$ cat src/rtl/noc_stream_arbiter.sv
// Packet-level round-robin arbiter: N_PORTS AXI-stream requesters share one NoC ingress stream.
// One arbitration bubble per packet; the grant is held until the TLAST beat handshakes, so packets never interleave.
module noc_stream_arbiter #(
  parameter  int N_PORTS = 4,
  localparam int ID_W    = (N_PORTS > 1) ? $clog2(N_PORTS) : 1
) (
  input  logic                    clk,
  input  logic                    rst_low,
  input  logic [N_PORTS-1:0]      port_en,
  input  logic [N_PORTS-1:0]      in_TVALID,
  input  logic [N_PORTS*32-1:0]   in_TDATA,
  input  logic [N_PORTS*4-1:0]    in_TKEEP,
  input  logic [N_PORTS-1:0]      in_TLAST,
  output logic [N_PORTS-1:0]      in_TREADY,
  output logic                    out_TVALID,
  output logic [31:0]             out_TDATA,
  output logic [3:0]              out_TKEEP,
  output logic                    out_TLAST,
  input  logic                    out_TREADY,
  output logic                    grant_valid,
  output logic [ID_W-1:0]         grant_id,
  output logic                    pkt_done
);

  typedef enum logic {IDLE = 1'b0, BUSY = 1'b1} state_t;

  state_t          state_q, state_d;
  logic [ID_W-1:0] grant_id_q, grant_id_d;
  logic [ID_W-1:0] rr_ptr_q, rr_ptr_d;
  logic            pkt_done_q, pkt_done_d;

  logic [N_PORTS-1:0] req;
  logic [ID_W-1:0]    pick;
  logic               pick_vld;
  logic               busy;
  logic               last_beat;

  assign req  = in_TVALID & port_en;
  assign busy = (state_q == BUSY);

  // First requester at or after rr_ptr, wrapping modulo N_PORTS.
  always_comb begin
    int idx;
    idx      = 0;
    pick     = '0;
    pick_vld = 1'b0;
    for (int k = 0; k < N_PORTS; k++) begin
      idx = int'(rr_ptr_q) + k;
      if (idx >= N_PORTS) idx = idx - N_PORTS;
      if (!pick_vld && req[ID_W'(idx)]) begin
        pick     = ID_W'(idx);
        pick_vld = 1'b1;
      end
    end
  end

  always_comb begin
    out_TVALID = 1'b0;
    out_TDATA  = '0;
    out_TKEEP  = '0;
    out_TLAST  = 1'b0;
    in_TREADY  = '0;
    for (int i = 0; i < N_PORTS; i++) begin
      if (busy && (grant_id_q == ID_W'(i))) begin
        out_TVALID   = in_TVALID[i];
        out_TDATA    = in_TDATA[32*i +: 32];
        out_TKEEP    = in_TKEEP[4*i +: 4];
        out_TLAST    = in_TLAST[i];
        in_TREADY[i] = out_TREADY;
      end
    end
  end

  assign last_beat = busy & out_TVALID & out_TREADY & out_TLAST;

  // rr_ptr moves only on packet completion, so a grant alone never costs a port its turn.
  always_comb begin
    state_d    = state_q;
    grant_id_d = grant_id_q;
    rr_ptr_d   = rr_ptr_q;
    pkt_done_d = 1'b0;
    case (state_q)
      IDLE: begin
        if (pick_vld) begin
          state_d    = BUSY;
          grant_id_d = pick;
        end
      end
      BUSY: begin
        if (last_beat) begin
          state_d    = IDLE;
          pkt_done_d = 1'b1;
          rr_ptr_d   = (grant_id_q == ID_W'(N_PORTS-1)) ? '0 : grant_id_q + ID_W'(1);
        end
      end
      default: state_d = IDLE;
    endcase
  end

  always_ff @(posedge clk or negedge rst_low) begin
    if (!rst_low) begin
      state_q    <= IDLE;
      grant_id_q <= '0;
      rr_ptr_q   <= '0;
      pkt_done_q <= 1'b0;
    end else begin
      state_q    <= state_d;
      grant_id_q <= grant_id_d;
      rr_ptr_q   <= rr_ptr_d;
      pkt_done_q <= pkt_done_d;
    end
  end

  assign grant_valid = busy;
  assign grant_id    = grant_id_q;
  assign pkt_done    = pkt_done_q;

endmodule

$ cat config.mk
export PLATFORM = sky130hd
export DESIGN_NAME = noc_stream_arbiter
export DESIGN_NICKNAME = d
export VERILOG_FILES = /design/src/rtl/noc_stream_arbiter.sv
export SDC_FILE = /design/constraint.sdc
export NUM_CORES = 1
export LEC_CHECK = 0
export ABC_AREA = 1
export BUFFER_PORTS_ARGS = -buffer_cell sky130_fd_sc_hd__buf_2
export CELL_PAD_IN_SITES_DETAIL_PLACEMENT = 1
export CELL_PAD_IN_SITES_GLOBAL_PLACEMENT = 2
export CORE_ASPECT_RATIO = 1.2
export CORE_MARGIN = 2
export CORE_UTILIZATION = 14
export DETAILED_ROUTE_END_ITERATION = 12
export HOLD_SLACK_MARGIN = 0.1
export PLACE_DENSITY_LB_ADDON = 0.1
export RECOVER_POWER = 50
export SYNTH_ARGS = -nofsm -noshare
export SYNTH_HDL_FRONTEND = slang
export SYNTH_SLANG_ARGS = --single-unit
$ cat constraint.sdc
create_clock -name clk -period 3.7 [get_ports clk]
set_input_delay 0.74 -clock clk [delete_from_list [all_inputs] [get_ports clk]]
set_output_delay 0.74 -clock clk [all_outputs]
set_load 0.01 [all_outputs]
==> results.json, run 1 <==
{
  "outcome": "complete, no violations",
  "ant_nets": 0,
  "die_y_um": 128,
  "clock_sinks": 6,
  "crit_type": "flop to output port",
  "rsz0062_at_grt": "no",
  "dieWidth_um": 108,
  "synth-seq-cells": 6,
  "cts_buffer_depth": 2,
  "synth_cells": 369,
  "cp-end-kind": "output port",
  "max_stage_delay_ns": 0.48,
  "tns_ns": 0,
  "p_per_area_nw_per_um2": 724,
  "cp_cell_sequence": "inv_1 -> ha_1 -> nand2_1 -> nor2_4 -> buf_4 -> nand2_1 -> nand3_1 -> o21ai_0 -> o21ai_1 -> buf_2",
  "num_rows": 45,
  "finalCritPeriodShare_pct": 84.3,
  "grt_pass1_wl_um": 16100,
  "avgSynthCellArea_um2": 4.89,
  "crit_fanout": 22,
  "syn_area_um2": 1800,
  "path_clk_slew_ns": 0.03,
  "yosysWarnings": 0,
  "async_reset_ff_share_pct": 100,
  "fmaxAchievable_mhz": 321,
  "drv_cap": 0,
  "finalClockSkew_ns": 0.000142,
  "grt_max_degree": 43,
  "drive_above_1_share_pct": 37.3,
  "setup_viol": 0,
  "synth.most_common_cell": "nand2_1",
  "dr.first_iter.drc_count": 120,
  "arrival_ns": 2.38,
  "cts_buffers": 3,
  "ir_drop_uv": 469,
  "synth.net_count": 532,
  "synth_edf_count": 0,
  "drc_errors": 0,
  "p_leak_nw": 1.69,
  "synthTopCellsByCount": "175 x nand2_1, 54 x nand3_1, 45 x o21ai_0",
  "ctsHoldBuffers": 0,
  "ys.flop_type": "dfrtp_1",
  "tightest_slew_ns": 0.743,
  "grt-ovfl-total": 0,
  "dr_total_vias": 3066,
  "crit_cells": 10,
  "synthTopCellsByArea": "nand2_1 36%, nand3_1 15%, o21ai_0 12%, dfrtp_1 8.3%, o21ai_1 7.5%",
  "htree_levels": 1,
  "drv_slew": 0,
  "grt_pass1_vias": 2995,
  "crit_top_cell": "nand2_1",
  "post_cts_resize_count": 0,
  "place_congestion": 0.752,
  "required_ns": 2.96,
  "coreArea_um2": 12600,
  "top_level_ports": 205,
  "nNetsFinal": 720,
  "cp_num_buf_inv": 3,
  "reg2reg_depth": 13,
  "synth.distinct_cells": 20,
  "first_pass_iters": 4,
  "crit_family": "simple AND/OR/NAND/NOR gates",
  "initial_core_util_pct": 14.3,
  "clk_latency_ns": 0.23,
  "grt_antenna_before_repair": 1,
  "drt-total-wl_um": 10900,
  "post-cts-setup-buffers": 0,
  "hpwl_um": 8990,
  "hold_class": "input pin to asynchronous set/reset pin",
  "dp_slack_ns": 0.778,
  "via_per_inst": 4.26,
  "seq_area_frac_synth_pct": 8.32,
  "finalCriticalPeriod_ns": 3.12,
  "grtUsageTotal_pct": 14.6,
  "yosys.area.top_type_share_pct": 36.4,
  "fin_ws_ns": 0.582,
  "cts_tree": "yes",
  "die-area_um2": 13800,
  "slowest_stage": "nor2_4",
  "clockRootBuffer": "clkbuf_16",
  "port_buffers": 204,
  "detail_route.wl_per_cell_um": 15.1,
  "slew_headroom_pct": 50.3,
  "syn2layout_area_growth_pct": 65.7,
  "hold_viol": 0,
  "synth_area_leader_cell": "nand2_1",
  "startpoint_type": "flop"
}
[path summary, 6_finish.rpt]
kind,endpoint,from,slack [ns]
max,out_TDATA[21],grant_id[0]$_DFFE_PN0P_,0.58
min,grant_valid$_DFF_PN0_,rst_low,0.39
max reg2reg,rr_ptr_q[1]$_DFFE_PN0P_,grant_id[0]$_DFFE_PN0P_,1.23
min reg2reg,grant_id[1]$_DFFE_PN0P_,grant_id[1]$_DFFE_PN0P_,0.58
max in group asynchronous,grant_id[0]$_DFFE_PN0P_,rst_low,3.05
min in group clk,grant_id[1]$_DFFE_PN0P_,grant_id[1]$_DFFE_PN0P_,0.58
[cell families after synthesis]
| group | count (synthesis) | share of synthesized area [%] |
|---|---|---|
| adders and majority gates | 4 | 2.77 |
| buffers and inverters | 39 | 11.0 |
| DFF | 6 | 8.32 |
| AOI/OAI and AO/OA | 72 | 20.0 |
| and+or+nand+nor | 248 | 58.0 |
[metal layers]
metal,routed length (µm),share of wire (%),GRT usage (%)
met1,4400,40,17.1
met2,5760,53,28.3
met3,703,6.4,1.87
met4,49,0.45,1.96
met5,0,0,0
[stage by stage]
| step | power, mW | hold slack [ns] | util (%) | instance area, µm² | std cells |
|---|---|---|---|---|---|
| 6_report | 2.16 | 0.391 | 23.7 | 2990 | 720 |
| 4_1_cts | 2.25 | 0.337 | 23.9 | 3020 | 719 |
| 5_1_grt | 2.45 | 0.409 | 23.7 | 2990 | 720 |
| 3_3_place_gp | 2.07 | 0.548 | 23.3 | 2940 | 716 |
| 3_5_place_dp | 2.07 | 0.574 | 23.3 | 2940 | 716 |
| 2_1_floorplan | 1.38 | 0.444 | - | 1800 | 369 |
[area by class of cell]
class / count / area [µm²]
flip-flops and latches: 6 / 150
clock buffers: 3 / 75.1
well taps: 164 / 205
multi-input cells: 324 / 1450
diodes: 1 / 2.50
fillers: 1736 / 9620
inverters: 12 / 45.0
repair buffers: 210 / 1060
[report_power, final]
part | total (mW) | switching [mW] | internal, mW
combinational | 1.84 | 1.16 | 0.686
sequential | 0.144 | 0.0522 | 0.0918
clock | 0.175 | 0.0366 | 0.139
[registers in the layout (all words and copies together) (netlist names)]
register and flops:
pkt_done 1, grant_id 2, grant_valid 1, rr_ptr_q 2
[cell usage in the layout, fill, tap and decap left out]
cell	count
diode_2	1
nand2_2	3
nand2_1	174
o21ai_1	25
nand3b_1	1
nand4_1	3
buf_4	5
nand3_1	55
ha_1	4
inv_1	10
or2_2	1
nor2_4	1
nand3_2	2
dfrtp_1	6
o21ai_0	47
buf_2	189
nor2_1	8
buf_12	1
inv_2	2
clkbuf_1	15
clkbuf_16	3
Power figures use the tool's default switching activity.
==> run 2: changes to the inputs <==
--- a/config.mk
+++ b/config.mk
@@ -11,7 +11,7 @@
 export CELL_PAD_IN_SITES_GLOBAL_PLACEMENT = 2
 export CORE_ASPECT_RATIO = 1.2
 export CORE_MARGIN = 2
-export CORE_UTILIZATION = 14
+export CORE_UTILIZATION = 12
 export DETAILED_ROUTE_END_ITERATION = 12
 export HOLD_SLACK_MARGIN = 0.1
 export PLACE_DENSITY_LB_ADDON = 0.1
==> constraint.sdc (replaced) <==
create_clock -name clk -period 2.85 [get_ports clk]
set_input_delay 0.57 -clock clk [delete_from_list [all_inputs] [get_ports clk]]
set_output_delay 0.57 -clock clk [all_outputs]
set_load 0.01 [all_outputs]
==> run 2 against run 1 <==
Compared with the run above: via count increased by 0.49%; setup slack got worse by 0.33 ns; cell area increased by 3.0%.
==> results.json, run 2 (synthesized netlist as in run 1, its figures left out) <==
{
  "htree_levels": 1,
  "cts_buffer_depth": 2,
  "drt-total-wl_um": 11100,
  "rsz0062_at_grt": "no",
  "gr-usage-met1_pct": 15.1,
  "fillers": 2001,
  "coreArea_um2": 14800,
  "required_ns": 2.28,
  "startpoint_type": "flop",
  "reg2reg_depth": 10,
  "grt_antenna_before_repair": 3,
  "ir_drop_uv": 314,
  "p_per_area_nw_per_um2": 935,
  "seqPwrFrac_pct": 5.8,
  "crit_fanout": 27,
  "grt_pass1_vias": 3092,
  "drv_cap": 0,
  "placed_cells": 757,
  "hpwl_um": 9190,
  "place_congestion": 0.753,
  "drv_slew": 0,
  "grtUsageTotal_pct": 13.0,
  "power_frac_clock_pct": 7.9,
  "die-area_um2": 16000,
  "r2r-start": "rr_ptr_q[0]$_DFFE_PN0P_",
  "cts_tree": "yes",
  "crit_type": "flop to output port",
  "rr_endpoint": "grant_id[1]$_DFFE_PN0P_",
  "internal_power_mw": 1.24,
  "busiest_layer": "met2",
  "finalClockSkew_ns": 0.00235,
  "cts_buffers": 3,
  "clockRootBuffer": "clkbuf_16",
  "slew_headroom_pct": 53.9,
  "first_pass_iters": 4,
  "arrival_ns": 2.03,
  "grt_pass1_wl_um": 16600,
  "drc_errors": 0,
  "p_leak_nw": 1.70,
  "fin_cells": 761,
  "tightest_slew_ns": 0.691,
  "fmaxAchievable_mhz": 384,
  "via_per_inst": 4.05,
  "dieWidth_um": 116,
  "ctsHoldBuffers": 0,
  "grt_max_degree": 47,
  "tns_ns": 0,
  "gr-usage-met2_pct": 25.3,
  "ant_nets": 0,
  "initial_core_util_pct": 12.2,
  "final_cell_mix": "189 x buf_2, 175 x nand2_1, 54 x nand3_1",
  "dr_total_vias": 3081,
  "port_buffers": 204,
  "drive_above_1_share_pct": 37.4,
  "post_cts_resize_count": 0,
  "dr.first_iter.drc_count": 125,
  "comb_power_share_pct": 86.3,
  "finalCriticalPeriod_ns": 2.60,
  "setup_viol": 0,
  "grt_use_met3_pct": 1.84,
  "outcome": "complete, no violations",
  "path_clk_slew_ns": 0.03,
  "finalCritPeriodShare_pct": 91.3,
  "layout_commonest_cell": "buf_2",
  "top_level_ports": 205,
  "die_y_um": 138,
  "p_sw_mw": 1.64,
  "clk_latency_ns": 0.23,
  "detail_route.wl_per_cell_um": 14.6,
  "clock_sinks": 6,
  "hold_class": "input pin to asynchronous set/reset pin",
  "cp-end-kind": "output port",
  "syn2layout_area_growth_pct": 70.6,
  "hold_viol": 0,
  "num_rows": 49,
  "post-cts-setup-buffers": 0,
  "multiInputGateArea_um2": 1460,
  "nNetsFinal": 721,
  "seqCellArea_um2": 150,
  "rrSetupSlack_ns": 0.58,
  "grt-ovfl-total": 0,
  "sw_frac_of_total_pct": 57.1
}
## run 2: changes by cell type in the layout (fill, tap and decap cells not counted), sizes merged
cell | before | now
clkbuf | 18 | 19
## run 2: power by group through the flow
stage	Combinational, mW	Clock [mW]	Sequential, mW
after floorplan	1.64	0	0.158
after global placement	2.60	0	0.168
after detailed placement	2.59	0	0.170
after CTS	2.59	0.230	0.169
after global routing	2.84	0.234	0.176
final	2.48	0.226	0.168
## run 2: layer usage
metal  vias up  part of all wire, %
met5         -                 0.24
met4         4                 0.87
met3        13                  6.0
met2       107                   52
met1      1375                   41
li1       1582                    -
## run 2: cell type report
cell class              instances  share of cell area [%]
flip-flops and latches          6                    4.88
multi-input cells             324                    47.5
repair buffers                211                    35.4
diodes                          1                  0.0813
clock buffers                   3                    2.44
inverters                      12                    1.46
well taps                     204                    8.29
## run 2: worst max path at each step
| stage | from | end | slack, ns |
|---|---|---|---|
| after floorplan | grant_id[0]$_DFFE_PN0P_ | out_TDATA[12] | 0.67 |
| after global placement | grant_id[1]$_DFFE_PN0P_ | out_TDATA[30] | 0.50 |
| after CTS | grant_id[1]$_DFFE_PN0P_ | out_TDATA[30] | 0.22 |
| final | grant_id[1]$_DFFE_PN0P_ | out_TDATA[30] | 0.25 |
| after global routing | grant_id[1]$_DFFE_PN0P_ | out_TKEEP[3] | 0.02 |
| after detailed placement | grant_id[1]$_DFFE_PN0P_ | out_TDATA[30] | 0.46 |
## run 2: per-stage QoR
stage | util [%] | setup WS, ns | total power, mW | cell area [µm²] | hold WS [ns]
CTS | 20.9 | 0.220 | 2.99 | 3100 | 0.164
floorplan | - | 0.672 | 1.79 | 1800 | 0.274
global placement | 20.4 | 0.504 | 2.77 | 3030 | 0.402
detailed placement | 20.4 | 0.457 | 2.76 | 3030 | 0.400
global route | 20.7 | 0.0174 | 3.25 | 3080 | 0.233
finish | 20.7 | 0.248 | 2.88 | 3080 | 0.214
## run 2: critical path, cell delays in order (launching register included)
cell and delay (ns):
dfrtp_1 0.41, inv_1 0.10, ha_1 0.21, nand2_1 0.10, inv_2 0.21, buf_12 0.21, nand2_1 0.07, nand3_1 0.08
o21ai_0 0.11, o21ai_1 0.14, buf_2 0.14
==> run 3: changes to the inputs <==
--- a/config.mk
+++ b/config.mk
@@ -14,6 +14,7 @@
 export CORE_UTILIZATION = 12
 export DETAILED_ROUTE_END_ITERATION = 12
 export HOLD_SLACK_MARGIN = 0.1
+export MAX_ROUTING_LAYER = met4
 export PLACE_DENSITY_LB_ADDON = 0.1
 export RECOVER_POWER = 50
 export SYNTH_ARGS = -nofsm -noshare
==> run 3 against run 2 <==
Compared with the run above: die area unchanged; power increased by 0.15%; non-clock buffer count unchanged; sequential cell count unchanged; register-to-register slack about the same; final cell count increased by 0.26%; cell area increased by 0.16%; first-iteration DRC count decreased by 0.80%; hold slack about the same; critical path type unchanged.
==> results.json, run 3 (synthesized netlist as in run 1, its figures left out) <==
{
  "outcome": "complete, no violations",
  "max_stage_delay_ns": 0.41,
  "fin_ws_ns": 0.251,
  "syn2layout_area_growth_pct": 70.9,
  "fmaxAchievable_mhz": 385,
  "met2_wirelength_um": 5790,
  "grt-ovfl-total": 0,
  "dr.first_iter.drc_count": 124,
  "finalCritPeriodShare_pct": 91.2,
  "drt-total-wl_um": 11100,
  "cts_tree": "yes",
  "first_pass_iters": 4,
  "ant_nets": 0,
  "coreArea_um2": 14800,
  "ctsHoldBuffers": 0,
  "cp-end-kind": "output port",
  "hold_class": "input pin to asynchronous set/reset pin",
  "place_congestion": 0.764,
  "required_ns": 2.28,
  "crit_family": "buffers and inverters",
  "slew_headroom_pct": 55.3,
  "grt_max_degree": 47,
  "finalCriticalPeriod_ns": 2.60,
  "hold_ws_ns": 0.214,
  "cp_num_buf_inv": 4,
  "fillers": 2001,
  "drv_slew": 0,
  "htree_levels": 1,
  "grt_antenna_before_repair": 3,
  "dr_total_vias": 3090,
  "port_buffers": 204,
  "path_clk_slew_ns": 0.03,
  "drive_above_1_share_pct": 37.4,
  "grt_pass1_wl_um": 16600,
  "hold_viol": 0,
  "drv_cap": 0,
  "nNetsFinal": 721,
  "ir_drop_uv": 316,
  "die-area_um2": 16000,
  "drc_errors": 0,
  "num_rows": 49,
  "multiInputGateArea_um2": 1460,
  "top_level_ports": 205,
  "seqCellArea_um2": 150,
  "grtUsageTotal_pct": 13.4,
  "clk_latency_ns": 0.23,
  "rrSetupSlack_ns": 0.58,
  "crit_type": "flop to output port",
  "cts_buffer_depth": 2,
  "rsz0062_at_grt": "no",
  "cp_cell_sequence": "inv_1 -> ha_1 -> nand2_1 -> inv_2 -> buf_12 -> nand2_1 -> nand3_1 -> o21ai_0 -> o21ai_1 -> buf_2",
  "dp_slack_ns": 0.457,
  "dieWidth_um": 116,
  "clock_sinks": 6,
  "finalClockSkew_ns": 0.00249,
  "setup_viol": 0,
  "p_per_area_nw_per_um2": 935,
  "post-cts-setup-buffers": 0,
  "top_layer": "met4",
  "grt_pass1_vias": 3075,
  "via_per_inst": 4.05,
  "p_leak_nw": 1.70,
  "crit_fanout": 27,
  "arrival_ns": 2.03,
  "die_y_um": 138,
  "initial_core_util_pct": 12.2,
  "post_cts_resize_count": 0,
  "hpwl_um": 9190,
  "detail_route.wl_per_cell_um": 14.5,
  "crit_top_cell": "nand2_1",
  "slowest_stage": "dfrtp_1",
  "clockRootBuffer": "clkbuf_16",
  "tightest_slew_ns": 0.671,
  "final_cell_mix": "189 x buf_2, 175 x nand2_1, 54 x nand3_1",
  "m1WireLength_um": 4530,
  "startpoint_type": "flop",
  "cts_buffers": 3,
  "tns_ns": 0,
  "layout_commonest_cell": "buf_2",
  "met3_length_um": 675
}
==> run 3: cell count changes in the layout (fill, tap and decap cells not counted), sizes merged <==
| cell | before | now |
|---|---|---|
| diode | 1 | 3 |
==> run 3: layout make-up <==
| type | count | area share (%) |
|---|---|---|
| Multi-Input combinational cell | 324 | 47.4 |
| Timing Repair Buffer | 211 | 35.3 |
| Tap cell | 204 | 8.28 |
| Sequential cell | 6 | 4.87 |
| Clock buffer | 3 | 2.44 |
| Inverter | 12 | 1.46 |
| Antenna cell | 3 | 0.244 |
==> run 3: layer usage <==
metal | global-route usage, % | vias to the layer above
met5 | - | -
met4 | 1.69 | 0
met3 | 1.71 | 10
met2 | 25.2 | 111
met1 | 15.3 | 1384
li1 | - | 1585
==> run 3: power by group <==
| group | internal (mW) | switching (mW) | total [mW] |
|---|---|---|---|
| Sequential | 0.119 | 0.0478 | 0.167 |
| Combinational | 0.936 | 1.55 | 2.49 |
| Clock | 0.180 | 0.0463 | 0.226 |
==> run 3: worst paths after layout <==
check	start	cells after the start	to
min in group clk	grant_id[1]$_DFFE_PN0P_	2	grant_id[1]$_DFFE_PN0P_
max reg2reg	rr_ptr_q[0]$_DFFE_PN0P_	10	grant_id[1]$_DFFE_PN0P_
max	grant_id[1]$_DFFE_PN0P_	10	out_TDATA[30]
min reg2reg	grant_id[1]$_DFFE_PN0P_	2	grant_id[1]$_DFFE_PN0P_
max in group asynchronous	rst_low	1	rr_ptr_q[0]$_DFFE_PN0P_
min	rst_low	1	grant_valid$_DFF_PN0_
==> run 3: through the flow <==
| step | area [µm²] | utilization, % | cells | total power [mW] |
|---|---|---|---|---|
| finish | 3080 | 20.8 | 763 | 2.88 |
| detailed placement | 3030 | 20.4 | 757 | 2.76 |
| CTS | 3100 | 20.9 | 760 | 2.99 |
| global route | 3080 | 20.8 | 763 | 3.25 |
| global placement | 3030 | 20.4 | 757 | 2.77 |
| floorplan | 1800 | - | 369 | 1.79 |
